### src/rtl/multicyc_ctrl_fsm_pkg.sv
// Shared types and constants for the multicycle MIPS control unit.
// State encoding, datapath select encodings, opcode/funct/rt constants,
// plus two decode helpers: legal R-type funct and branch condition.
package multicyc_ctrl_fsm_pkg;

  typedef enum logic [3:0] {
    ST_FETCH    = 4'd0,
    ST_DECODE   = 4'd1,
    ST_MEMADDR  = 4'd2,
    ST_MEMRD    = 4'd3,
    ST_MEMWRBCK = 4'd4,
    ST_MEMWR    = 4'd5,
    ST_RREXEC   = 4'd6,
    ST_RRWRBCK  = 4'd7,
    ST_BRANCH   = 4'd8,
    ST_JMP      = 4'd9,
    ST_RIEXEC   = 4'd10,
    ST_RIWRBCK  = 4'd11,
    ST_LUI      = 4'd12,
    ST_JMPREG   = 4'd13,
    ST_HALT     = 4'd14
  } state_type;

  typedef enum logic {ADDR_PC = 1'b0, ADDR_ALUOUT = 1'b1} mem_addr_sel_t;
  typedef enum logic {SRCA_PC = 1'b0, SRCA_RS = 1'b1} alu_srca_sel_t;

  typedef enum logic [2:0] {
    SRCB_RT      = 3'd0,
    SRCB_FOUR    = 3'd1,
    SRCB_IMM     = 3'd2,
    SRCB_BEQIMM  = 3'd3,
    SRCB_ZERO    = 3'd4,
    SRCB_ZEROIMM = 3'd5
  } alu_srcb_sel_t;

  typedef enum logic [3:0] {
    ALU_ADD  = 4'd0,
    ALU_ADDU = 4'd1,
    ALU_SUB  = 4'd2,
    ALU_AND  = 4'd3,
    ALU_OR   = 4'd4,
    ALU_XOR  = 4'd5,
    ALU_SLT  = 4'd6,
    ALU_SLTU = 4'd7,
    ALU_RR   = 4'd8   // ALU decodes funct itself
  } alu_op_t;

  typedef enum logic [1:0] {WR_RT = 2'd0, WR_RD = 2'd1, WR_RA31 = 2'd2} wreg_dst_sel_t;

  typedef enum logic [1:0] {
    WD_ALUOUT  = 2'd0,
    WD_MEMDATA = 2'd1,
    WD_LUI     = 2'd2,
    WD_PCLINK  = 2'd3
  } wreg_data_sel_t;

  typedef enum logic [1:0] {
    NPC_PLUS4  = 2'd0,
    NPC_BRANCH = 2'd1,
    NPC_JMP    = 2'd2,
    NPC_REG    = 2'd3
  } nxt_pc_sel_t;

  // Opcodes
  localparam logic [5:0] OP_RR     = 6'h00;
  localparam logic [5:0] OP_BGELTZ = 6'h01;
  localparam logic [5:0] OP_J      = 6'h02;
  localparam logic [5:0] OP_JAL    = 6'h03;
  localparam logic [5:0] OP_BEQ    = 6'h04;
  localparam logic [5:0] OP_BNE    = 6'h05;
  localparam logic [5:0] OP_BLEZ   = 6'h06;
  localparam logic [5:0] OP_BGTZ   = 6'h07;
  localparam logic [5:0] OP_ADDI   = 6'h08;
  localparam logic [5:0] OP_ADDIU  = 6'h09;
  localparam logic [5:0] OP_SLTI   = 6'h0A;
  localparam logic [5:0] OP_SLTIU  = 6'h0B;
  localparam logic [5:0] OP_ANDI   = 6'h0C;
  localparam logic [5:0] OP_ORI    = 6'h0D;
  localparam logic [5:0] OP_XORI   = 6'h0E;
  localparam logic [5:0] OP_LUI    = 6'h0F;
  localparam logic [5:0] OP_LW     = 6'h23;
  localparam logic [5:0] OP_SW     = 6'h2B;

  localparam logic [5:0] FN_JR   = 6'h08;
  localparam logic [5:0] FN_JALR = 6'h09;
  localparam logic [5:0] FN_ADD  = 6'h20;

  // rt_field[0] under OP_BGELTZ
  localparam logic RT_BGEZ = 1'b1;
  localparam logic RT_BLTZ = 1'b0;

  function automatic logic funct_legal(input logic [5:0] f);
    case (f)
      6'h00, 6'h02, 6'h03, 6'h04, 6'h06, 6'h07,
      6'h20, 6'h21, 6'h22, 6'h23, 6'h24, 6'h25, 6'h26, 6'h27,
      6'h2A, 6'h2B: funct_legal = 1'b1;
      default:      funct_legal = 1'b0;
    endcase
  endfunction

  function automatic logic branch_taken(input logic [5:0] op, input logic rt0,
                                        input logic zero, input logic neg);
    case (op)
      OP_BEQ:    branch_taken = zero;
      OP_BNE:    branch_taken = !zero;
      OP_BLEZ:   branch_taken = zero | neg;
      OP_BGTZ:   branch_taken = !zero & !neg;
      OP_BGELTZ: branch_taken = (rt0 == RT_BGEZ) ? !neg : neg;
      default:   branch_taken = 1'b0;
    endcase
  endfunction

endpackage

### src/rtl/multicyc_ctrl_fsm_mem_wdog.sv
// Memory-handshake watchdog.
//   clk, rst_n : clock, async active-low reset
//   i_wait     : a request is outstanding and not completing this cycle
//   o_expired  : this is the MEM_TIMEOUT-th consecutive waiting cycle
// MEM_TIMEOUT = 0 disables expiry.
module multicyc_mem_wdog #(
  parameter int unsigned MEM_TIMEOUT = 16
) (
  input  logic clk,
  input  logic rst_n,
  input  logic i_wait,
  output logic o_expired
);

  localparam int unsigned CW = (MEM_TIMEOUT > 1) ? $clog2(MEM_TIMEOUT) : 1;
  localparam logic [CW-1:0] LAST = CW'((MEM_TIMEOUT == 0) ? 0 : MEM_TIMEOUT - 1);

  logic [CW-1:0] r_cnt;

  // Clearing on any non-waiting cycle also covers "clear on entry": every
  // entry into a memory state is preceded by a cycle with no wait pending.
  always_ff @(posedge clk or negedge rst_n) begin
    if (!rst_n)
      r_cnt <= '0;
    else if (!i_wait || o_expired)
      r_cnt <= '0;
    else
      r_cnt <= r_cnt + 1'b1;
  end

  assign o_expired = (MEM_TIMEOUT != 0) && i_wait && (r_cnt == LAST);

endmodule

### src/rtl/multicyc_ctrl_fsm.sv
// Multicycle MIPS control unit for the shared-memory datapath.
// Inputs : clk, rst_n, opcode/funct/rt_field (from IR), alu_zero, alu_neg,
//          mem_ready (memory completes current request).
// Outputs: mem_req/mem_we/mem_addr_sel, ir_we/pc_we/reg_we strobes,
//          ALU source/op selects, writeback dst/data selects, nxt_pc_sel,
//          state (debug), sticky halted/illegal/bus_err, retired counter.
module multicyc_ctrl_fsm
  import multicyc_ctrl_fsm_pkg::*;
#(
  parameter int unsigned MEM_TIMEOUT = 16,
  parameter int unsigned CNT_W       = 32
) (
  input  logic             clk,
  input  logic             rst_n,
  input  logic [5:0]       opcode,
  input  logic [5:0]       funct,
  input  logic [4:0]       rt_field,
  input  logic             alu_zero,
  input  logic             alu_neg,
  input  logic             mem_ready,
  output logic             mem_req,
  output logic             mem_we,
  output logic             mem_addr_sel,
  output logic             ir_we,
  output logic             pc_we,
  output logic             reg_we,
  output logic             alu_srca_sel,
  output logic [2:0]       alu_srcb_sel,
  output logic [3:0]       alu_op,
  output logic [1:0]       wreg_dst_sel,
  output logic [1:0]       wreg_data_sel,
  output logic [1:0]       nxt_pc_sel,
  output logic [3:0]       state,
  output logic             halted,
  output logic             illegal,
  output logic             bus_err,
  output logic [CNT_W-1:0] retired
);

  state_type      r_state, w_next;
  logic           r_illegal, r_bus_err;
  logic [CNT_W-1:0] r_retired;

  logic           w_mem_state, w_wait, w_expired;
  logic           w_mem_we, w_ir_we, w_pc_we, w_reg_we;
  logic           w_retire, w_set_illegal;
  mem_addr_sel_t  w_addr_sel;
  alu_srca_sel_t  w_srca;
  alu_srcb_sel_t  w_srcb;
  alu_op_t        w_alu_op;
  wreg_dst_sel_t  w_dst;
  wreg_data_sel_t w_wdata;
  nxt_pc_sel_t    w_npc;

  // Only bit 0 of rt distinguishes BGEZ/BLTZ.
  logic w_unused_rt;
  assign w_unused_rt = &{1'b0, rt_field[4:1]};

  // mem_req is kept out of the decode block so the watchdog path stays acyclic.
  assign w_mem_state = (r_state == ST_FETCH) || (r_state == ST_MEMRD) || (r_state == ST_MEMWR);
  assign w_wait      = w_mem_state && !mem_ready;

  multicyc_mem_wdog #(.MEM_TIMEOUT(MEM_TIMEOUT)) u_wdog (
    .clk       (clk),
    .rst_n     (rst_n),
    .i_wait    (w_wait),
    .o_expired (w_expired)
  );

  always_comb begin
    w_next        = r_state;
    w_mem_we      = 1'b0;
    w_ir_we       = 1'b0;
    w_pc_we       = 1'b0;
    w_reg_we      = 1'b0;
    w_retire      = 1'b0;
    w_set_illegal = 1'b0;
    w_addr_sel    = ADDR_PC;
    w_srca        = SRCA_PC;
    w_srcb        = SRCB_FOUR;
    w_alu_op      = ALU_ADD;
    w_dst         = WR_RT;
    w_wdata       = WD_ALUOUT;
    w_npc         = NPC_PLUS4;

    case (r_state)
      ST_FETCH: begin
        if (mem_ready) begin
          w_ir_we = 1'b1;
          w_pc_we = 1'b1;
          w_next  = ST_DECODE;
        end
      end
      ST_DECODE: begin
        w_srcb = SRCB_BEQIMM;
        case (opcode)
          OP_LW, OP_SW: w_next = ST_MEMADDR;
          OP_RR: begin
            if ((funct == FN_JR) || (funct == FN_JALR))
              w_next = ST_JMPREG;
            else if (funct_legal(funct))
              w_next = ST_RREXEC;
            else begin
              w_next        = ST_HALT;
              w_set_illegal = 1'b1;
            end
          end
          OP_BEQ, OP_BNE, OP_BLEZ, OP_BGTZ, OP_BGELTZ: w_next = ST_BRANCH;
          OP_J, OP_JAL: w_next = ST_JMP;
          OP_ADDI, OP_ADDIU, OP_ANDI, OP_ORI, OP_XORI, OP_SLTI, OP_SLTIU:
            w_next = ST_RIEXEC;
          OP_LUI: w_next = ST_LUI;
          default: begin
            w_next        = ST_HALT;
            w_set_illegal = 1'b1;
          end
        endcase
      end
      ST_MEMADDR: begin
        w_srca = SRCA_RS;
        w_srcb = SRCB_IMM;
        w_next = (opcode == OP_SW) ? ST_MEMWR : ST_MEMRD;
      end
      ST_MEMRD: begin
        w_addr_sel = ADDR_ALUOUT;
        if (mem_ready) w_next = ST_MEMWRBCK;
      end
      ST_MEMWRBCK: begin
        w_reg_we = 1'b1;
        w_dst    = WR_RT;
        w_wdata  = WD_MEMDATA;
        w_next   = ST_FETCH;
        w_retire = 1'b1;
      end
      ST_MEMWR: begin
        w_addr_sel = ADDR_ALUOUT;
        w_mem_we   = 1'b1;
        if (mem_ready) begin
          w_next   = ST_FETCH;
          w_retire = 1'b1;
        end
      end
      ST_RREXEC: begin
        w_srca   = SRCA_RS;
        w_srcb   = SRCB_RT;
        w_alu_op = ALU_RR;
        w_next   = ST_RRWRBCK;
      end
      ST_RRWRBCK: begin
        w_reg_we = 1'b1;
        w_dst    = WR_RD;
        w_next   = ST_FETCH;
        w_retire = 1'b1;
      end
      ST_RIEXEC: begin
        w_srca = SRCA_RS;
        w_srcb = SRCB_IMM;
        case (opcode)
          OP_ADDIU: w_alu_op = ALU_ADDU;
          OP_ANDI:  begin w_alu_op = ALU_AND; w_srcb = SRCB_ZEROIMM; end
          OP_ORI:   begin w_alu_op = ALU_OR;  w_srcb = SRCB_ZEROIMM; end
          OP_XORI:  begin w_alu_op = ALU_XOR; w_srcb = SRCB_ZEROIMM; end
          OP_SLTI:  w_alu_op = ALU_SLT;
          OP_SLTIU: w_alu_op = ALU_SLTU;
          default:  w_alu_op = ALU_ADD;
        endcase
        w_next = ST_RIWRBCK;
      end
      ST_RIWRBCK: begin
        w_reg_we = 1'b1;
        w_dst    = WR_RT;
        w_next   = ST_FETCH;
        w_retire = 1'b1;
      end
      ST_LUI: begin
        w_reg_we = 1'b1;
        w_dst    = WR_RT;
        w_wdata  = WD_LUI;
        w_next   = ST_FETCH;
        w_retire = 1'b1;
      end
      ST_BRANCH: begin
        w_srca   = SRCA_RS;
        w_srcb   = ((opcode == OP_BEQ) || (opcode == OP_BNE)) ? SRCB_RT : SRCB_ZERO;
        w_alu_op = ALU_SUB;
        w_npc    = NPC_BRANCH;
        w_pc_we  = branch_taken(opcode, rt_field[0], alu_zero, alu_neg);
        w_next   = ST_FETCH;
        w_retire = 1'b1;
      end
      ST_JMP: begin
        w_pc_we = 1'b1;
        w_npc   = NPC_JMP;
        if (opcode == OP_JAL) begin
          w_reg_we = 1'b1;
          w_dst    = WR_RA31;
          w_wdata  = WD_PCLINK;
        end
        w_next   = ST_FETCH;
        w_retire = 1'b1;
      end
      ST_JMPREG: begin
        w_pc_we = 1'b1;
        w_npc   = NPC_REG;
        if (funct == FN_JALR) begin
          w_reg_we = 1'b1;
          w_dst    = WR_RD;
          w_wdata  = WD_PCLINK;
        end
        w_next   = ST_FETCH;
        w_retire = 1'b1;
      end
      ST_HALT: w_next = ST_HALT;
      default: w_next = ST_HALT;
    endcase

    if (w_expired) w_next = ST_HALT;
  end

  always_ff @(posedge clk or negedge rst_n) begin
    if (!rst_n) begin
      r_state   <= ST_FETCH;
      r_illegal <= 1'b0;
      r_bus_err <= 1'b0;
      r_retired <= '0;
    end else begin
      r_state   <= w_next;
      r_illegal <= r_illegal | w_set_illegal;
      r_bus_err <= r_bus_err | w_expired;
      if (w_retire) r_retired <= r_retired + 1'b1;
    end
  end

  // Strobes are gated by rst_n so nothing fires while reset is held.
  assign mem_req       = w_mem_state & rst_n;
  assign mem_we        = w_mem_we & rst_n;
  assign ir_we         = w_ir_we & rst_n;
  assign pc_we         = w_pc_we & rst_n;
  assign reg_we        = w_reg_we & rst_n;
  assign mem_addr_sel  = w_addr_sel;
  assign alu_srca_sel  = w_srca;
  assign alu_srcb_sel  = w_srcb;
  assign alu_op        = w_alu_op;
  assign wreg_dst_sel  = w_dst;
  assign wreg_data_sel = w_wdata;
  assign nxt_pc_sel    = w_npc;
  assign state         = r_state;
  assign halted        = (r_state == ST_HALT);
  assign illegal       = r_illegal;
  assign bus_err       = r_bus_err;
  assign retired       = r_retired;

endmodule

### config.mk
export PLATFORM = sky130hd
export DESIGN_NAME = multicyc_ctrl_fsm
export DESIGN_NICKNAME = d
export VERILOG_FILES = /design/src/rtl/multicyc_ctrl_fsm_pkg.sv /design/src/rtl/multicyc_ctrl_fsm_mem_wdog.sv /design/src/rtl/multicyc_ctrl_fsm.sv
export SDC_FILE = /design/constraint.sdc
export NUM_CORES = 1
export LEC_CHECK = 0
export CORE_ASPECT_RATIO = 1.1
export CORE_MARGIN = 2
export CORE_UTILIZATION = 51
export CTS_CLUSTER_DIAMETER = 150
export DETAILED_ROUTE_END_ITERATION = 6
export GPL_TIMING_DRIVEN = 0
export PLACE_DENSITY = 0.93
export SLEW_MARGIN = 15
export SYNTH_ARGS = -nofsm -noshare
export SYNTH_HDL_FRONTEND = slang
export SYNTH_SLANG_ARGS = --single-unit
### constraint.sdc
create_clock -name clk -period 5.6 [get_ports clk]
set_input_delay 1.12 -clock clk [delete_from_list [all_inputs] [get_ports clk]]
set_output_delay 1.12 -clock clk [all_outputs]
set_load 0.01 [all_outputs]
==> impl_metrics.tcl <==
set metrics [dict create \
    crit_cells 7 \
    worst_setup_path_start_kind "input pin" \
    setup_viol_count_final 0 \
    r2r_end "state[2]$_DFFE_PN0P_" \
    crit_required_ns 4.48 \
    critPathArrivalTime_ns 3.79 \
    cts_sinks 42 \
    path_class "input pin to primary output" \
    grt-ovfl-total 0 \
    post_cts_buffers 0 \
    whs_ns 0.480 \
    syn_to_final_growth_pct 35.5 \
    row_count 27 \
    num_vias 2586 \
    p_leak_nw 1.41 \
    crit_end "pc_we" \
    drive_gt1_frac 0.0554 \
    drt-vias-per-instance 5.92 \
    cpMostUsedCell "clkdlybuf4s50_1" \
    n_antenna_cell 0 \
    fmax_mhz 204 \
    reg2reg_slack_ns 3.36 \
    grt_usage 0.241 \
    fp.coreArea_mm2 0.00497 \
    dp.final_hpwl_um 4940 \
    syn_area_per_cell_um2 8.75 \
    pin_count 81 \
    cp_top_family "buffers and inverters" \
    crit_fanout 8 \
    antenna_found_initial 0 \
    pwr_density_cell_mw_per_mm2 370 \
    clk_latency_ns 0.31 \
    postRouteWirelength_um 6680 \
    cp_slowest_cell "or4_4" \
    firstDrtPassIters 5 \
    cts_buffers 5 \
    die_h_um 78.8 \
    run_status "completed" \
    startpoint "opcode[5]" \
    p_total_mw 1.30 \
    crit_path_end_kind "primary output" \
    die_w_um 72.0 \
    max_stage_delay_ns 0.56 \
    worstMarginPinSlew_ns 0.652 \
    ys_seq_area_frac 0.406 \
    cts_buffer_depth 2 \
    synthCells 296 \
    gp_congestion 0.917 \
    fin_crit_ns 4.91 \
    die_area_mm2 0.00567 \
    drt_iter0_drc 230 \
    ctsHoldBuffers 0 \
    yosysWarnings 0 \
    min_period_over_period 0.877 \
    slew_headroom 0.562 \
    cts.clk_slew.worst_paths_ns 0.08 \
    crit_path_cell_trace "clkdlybuf4s50_1 > or4_4 > or3_1 > a311oi_1 > o21ai_1 > a211oi_2 > clkdlybuf4s50_1" \
    syn_nets 320 \
    rsz0062_at_grt "no" \
    nets 402 \
    reg2reg_depth 6 \
    cts_tree "yes" \
    cts.htree.levels 2 \
    wl_per_cell_um 15.3 \
    timing.rr.start "state[2]$_DFFE_PN0P_" \
    cap_violations 0 \
    grt_pass1_wl_um 11000 \
    hp-class "register to register" \
    remaining_drc_errors 0 \
    cts-root-buf "clkbuf_8" \
    grt_pass1_vias 2416 \
    crit_buf_inv 2 \
    grt_max_degree 35 \
    cts_resized 0 \
    hold_violations 0 \
    synth_cell_types 50 \
    syn-cell-area_mm2 0.00259 \
    setup_tns_ns 0 \
    numPortBuffers 74 \
    ant_nets 0 \
    ys_ff_latch 42 \
    final.setup_skew_ns 0.0106 \
    ir_drop_uv 205 \
    start_util 0.522 \
    drv_slew 0 \
]
==> metrics by stage <==
step                cells  instance area [µm²]   util  setup WS [ns]
detailed placement    429                 3420  0.689          0.705
floorplan             296                 2590      -           1.76
global placement      428                 3400  0.686          0.378
CTS                   437                 3510  0.707          0.703
global route          437                 3510  0.707          0.608
finish                437                 3510  0.707          0.687
==> worst min path at each step <==
stage,startpoint,slack [ns],depth (start not counted),to
after floorplan,u_wdog.r_cnt[0]$_DFF_PN0_,0.43,1,u_wdog.r_cnt[0]$_DFF_PN0_
after global placement,u_wdog.r_cnt[0]$_DFF_PN0_,0.45,1,u_wdog.r_cnt[0]$_DFF_PN0_
after detailed placement,u_wdog.r_cnt[0]$_DFF_PN0_,0.46,1,u_wdog.r_cnt[0]$_DFF_PN0_
after CTS,u_wdog.r_cnt[0]$_DFF_PN0_,0.48,1,u_wdog.r_cnt[0]$_DFF_PN0_
after global routing,u_wdog.r_cnt[0]$_DFF_PN0_,0.50,1,u_wdog.r_cnt[0]$_DFF_PN0_
final,u_wdog.r_cnt[0]$_DFF_PN0_,0.48,1,u_wdog.r_cnt[0]$_DFF_PN0_
==> cells in the mapped netlist, drive strengths merged <==
cell type | n | share of area
o22a | 1 | 0.0034
nand2b | 9 | 0.022
or3 | 3 | 0.0072
o21ai | 7 | 0.014
nand3 | 21 | 0.041
and3 | 6 | 0.014
mux2 | 2 | 0.0087
a31oi | 5 | 0.012
dfrtp | 42 | 0.41
clkbuf | 10 | 0.014
o211ai | 2 | 0.0058
o41ai | 1 | 0.0034
buf | 5 | 0.013
a2111oi | 2 | 0.0068
nor3 | 15 | 0.029
nor2b | 3 | 0.0072
nor4 | 5 | 0.012
a311oi | 1 | 0.0034
a21o | 1 | 0.0029
a21boi | 3 | 0.0087
nand4 | 11 | 0.027
nor4b | 4 | 0.019
nor3b | 3 | 0.0087
or4 | 2 | 0.0072
o21bai | 1 | 0.0029
nand2 | 31 | 0.045
ha | 2 | 0.0097
a32o | 1 | 0.0039
clkinv | 1 | 0.0014
mux2i | 1 | 0.0039
nand4b | 1 | 0.0034
and2 | 3 | 0.0072
xnor2 | 25 | 0.085
nor4bb | 1 | 0.0039
o2111ai | 1 | 0.0034
xor2 | 13 | 0.044
a31o | 2 | 0.0068
a211oi | 2 | 0.0077
and3b | 1 | 0.0034
inv | 6 | 0.0087
o31ai | 2 | 0.0058
nor2 | 29 | 0.042
a21oi | 9 | 0.017
==> metal layers <==
metal | global-route usage | vias up | routed length (µm)
li1 | - | 1211 | -
met1 | 0.289 | 1212 | 2630
met2 | 0.419 | 145 | 3390
met3 | 0.0571 | 18 | 520
met4 | 0.0906 | 0 | 135
met5 | 0 | - | 0
==> power breakdown <==
part / internal (mW) / switching, mW
Clock: 0.0891 / 0.112
Combinational: 0.315 / 0.379
Sequential: 0.350 / 0.0548
Total: 0.755 / 0.546
==> state kept, by name, indices dropped and copies added (netlist names) <==
signal        cells
retired          32
state             4
illegal           1
u_wdog.r_cnt      4
bus_err           1
==> logic make-up after synthesis <==
logic type,share of synthesized area
flip-flops,0.406
AND/OR/NAND/NOR,0.299
multiplexers,0.0126
XOR/XNOR,0.128
AO/OA/AOI/OAI,0.108
adder cells (fa/ha/maj),0.00966
buffers and inverters,0.0372
==> final cells by class <==
| type | instances | area (µm²) |
|---|---|---|
| Sequential cell | 42 | 1050 |
| Buffer | 15 | 70.1 |
| Clock buffer | 5 | 68.8 |
| Clock inverter | 3 | 23.8 |
| Timing Repair Buffer | 75 | 756 |
| Multi-Input combinational cell | 232 | 1440 |
| Tap cell | 58 | 72.6 |
| Inverter | 7 | 26.3 |
| Fill cell | 386 | 1450 |
==> layout by cell type, fill, tap and decap left out, drive strengths merged, types with 3 or more instances in the layout <==
cell and n:
nor2 29, nand4 11, nor4b 4, nor3b 3
nand2 31, clkdlybuf4s50 73, and3 6, inv 7
and2 3, o21ai 7, nand3 21, clkbuf 15
nor2b 3, buf 7, a21boi 3, xor2 13
a31oi 5, nand2b 9, or3 3, nor3 15
nor4 5, a21oi 9, dfrtp 42, xnor2 25
No activity file was read; power rests on OpenSTA's default activity.
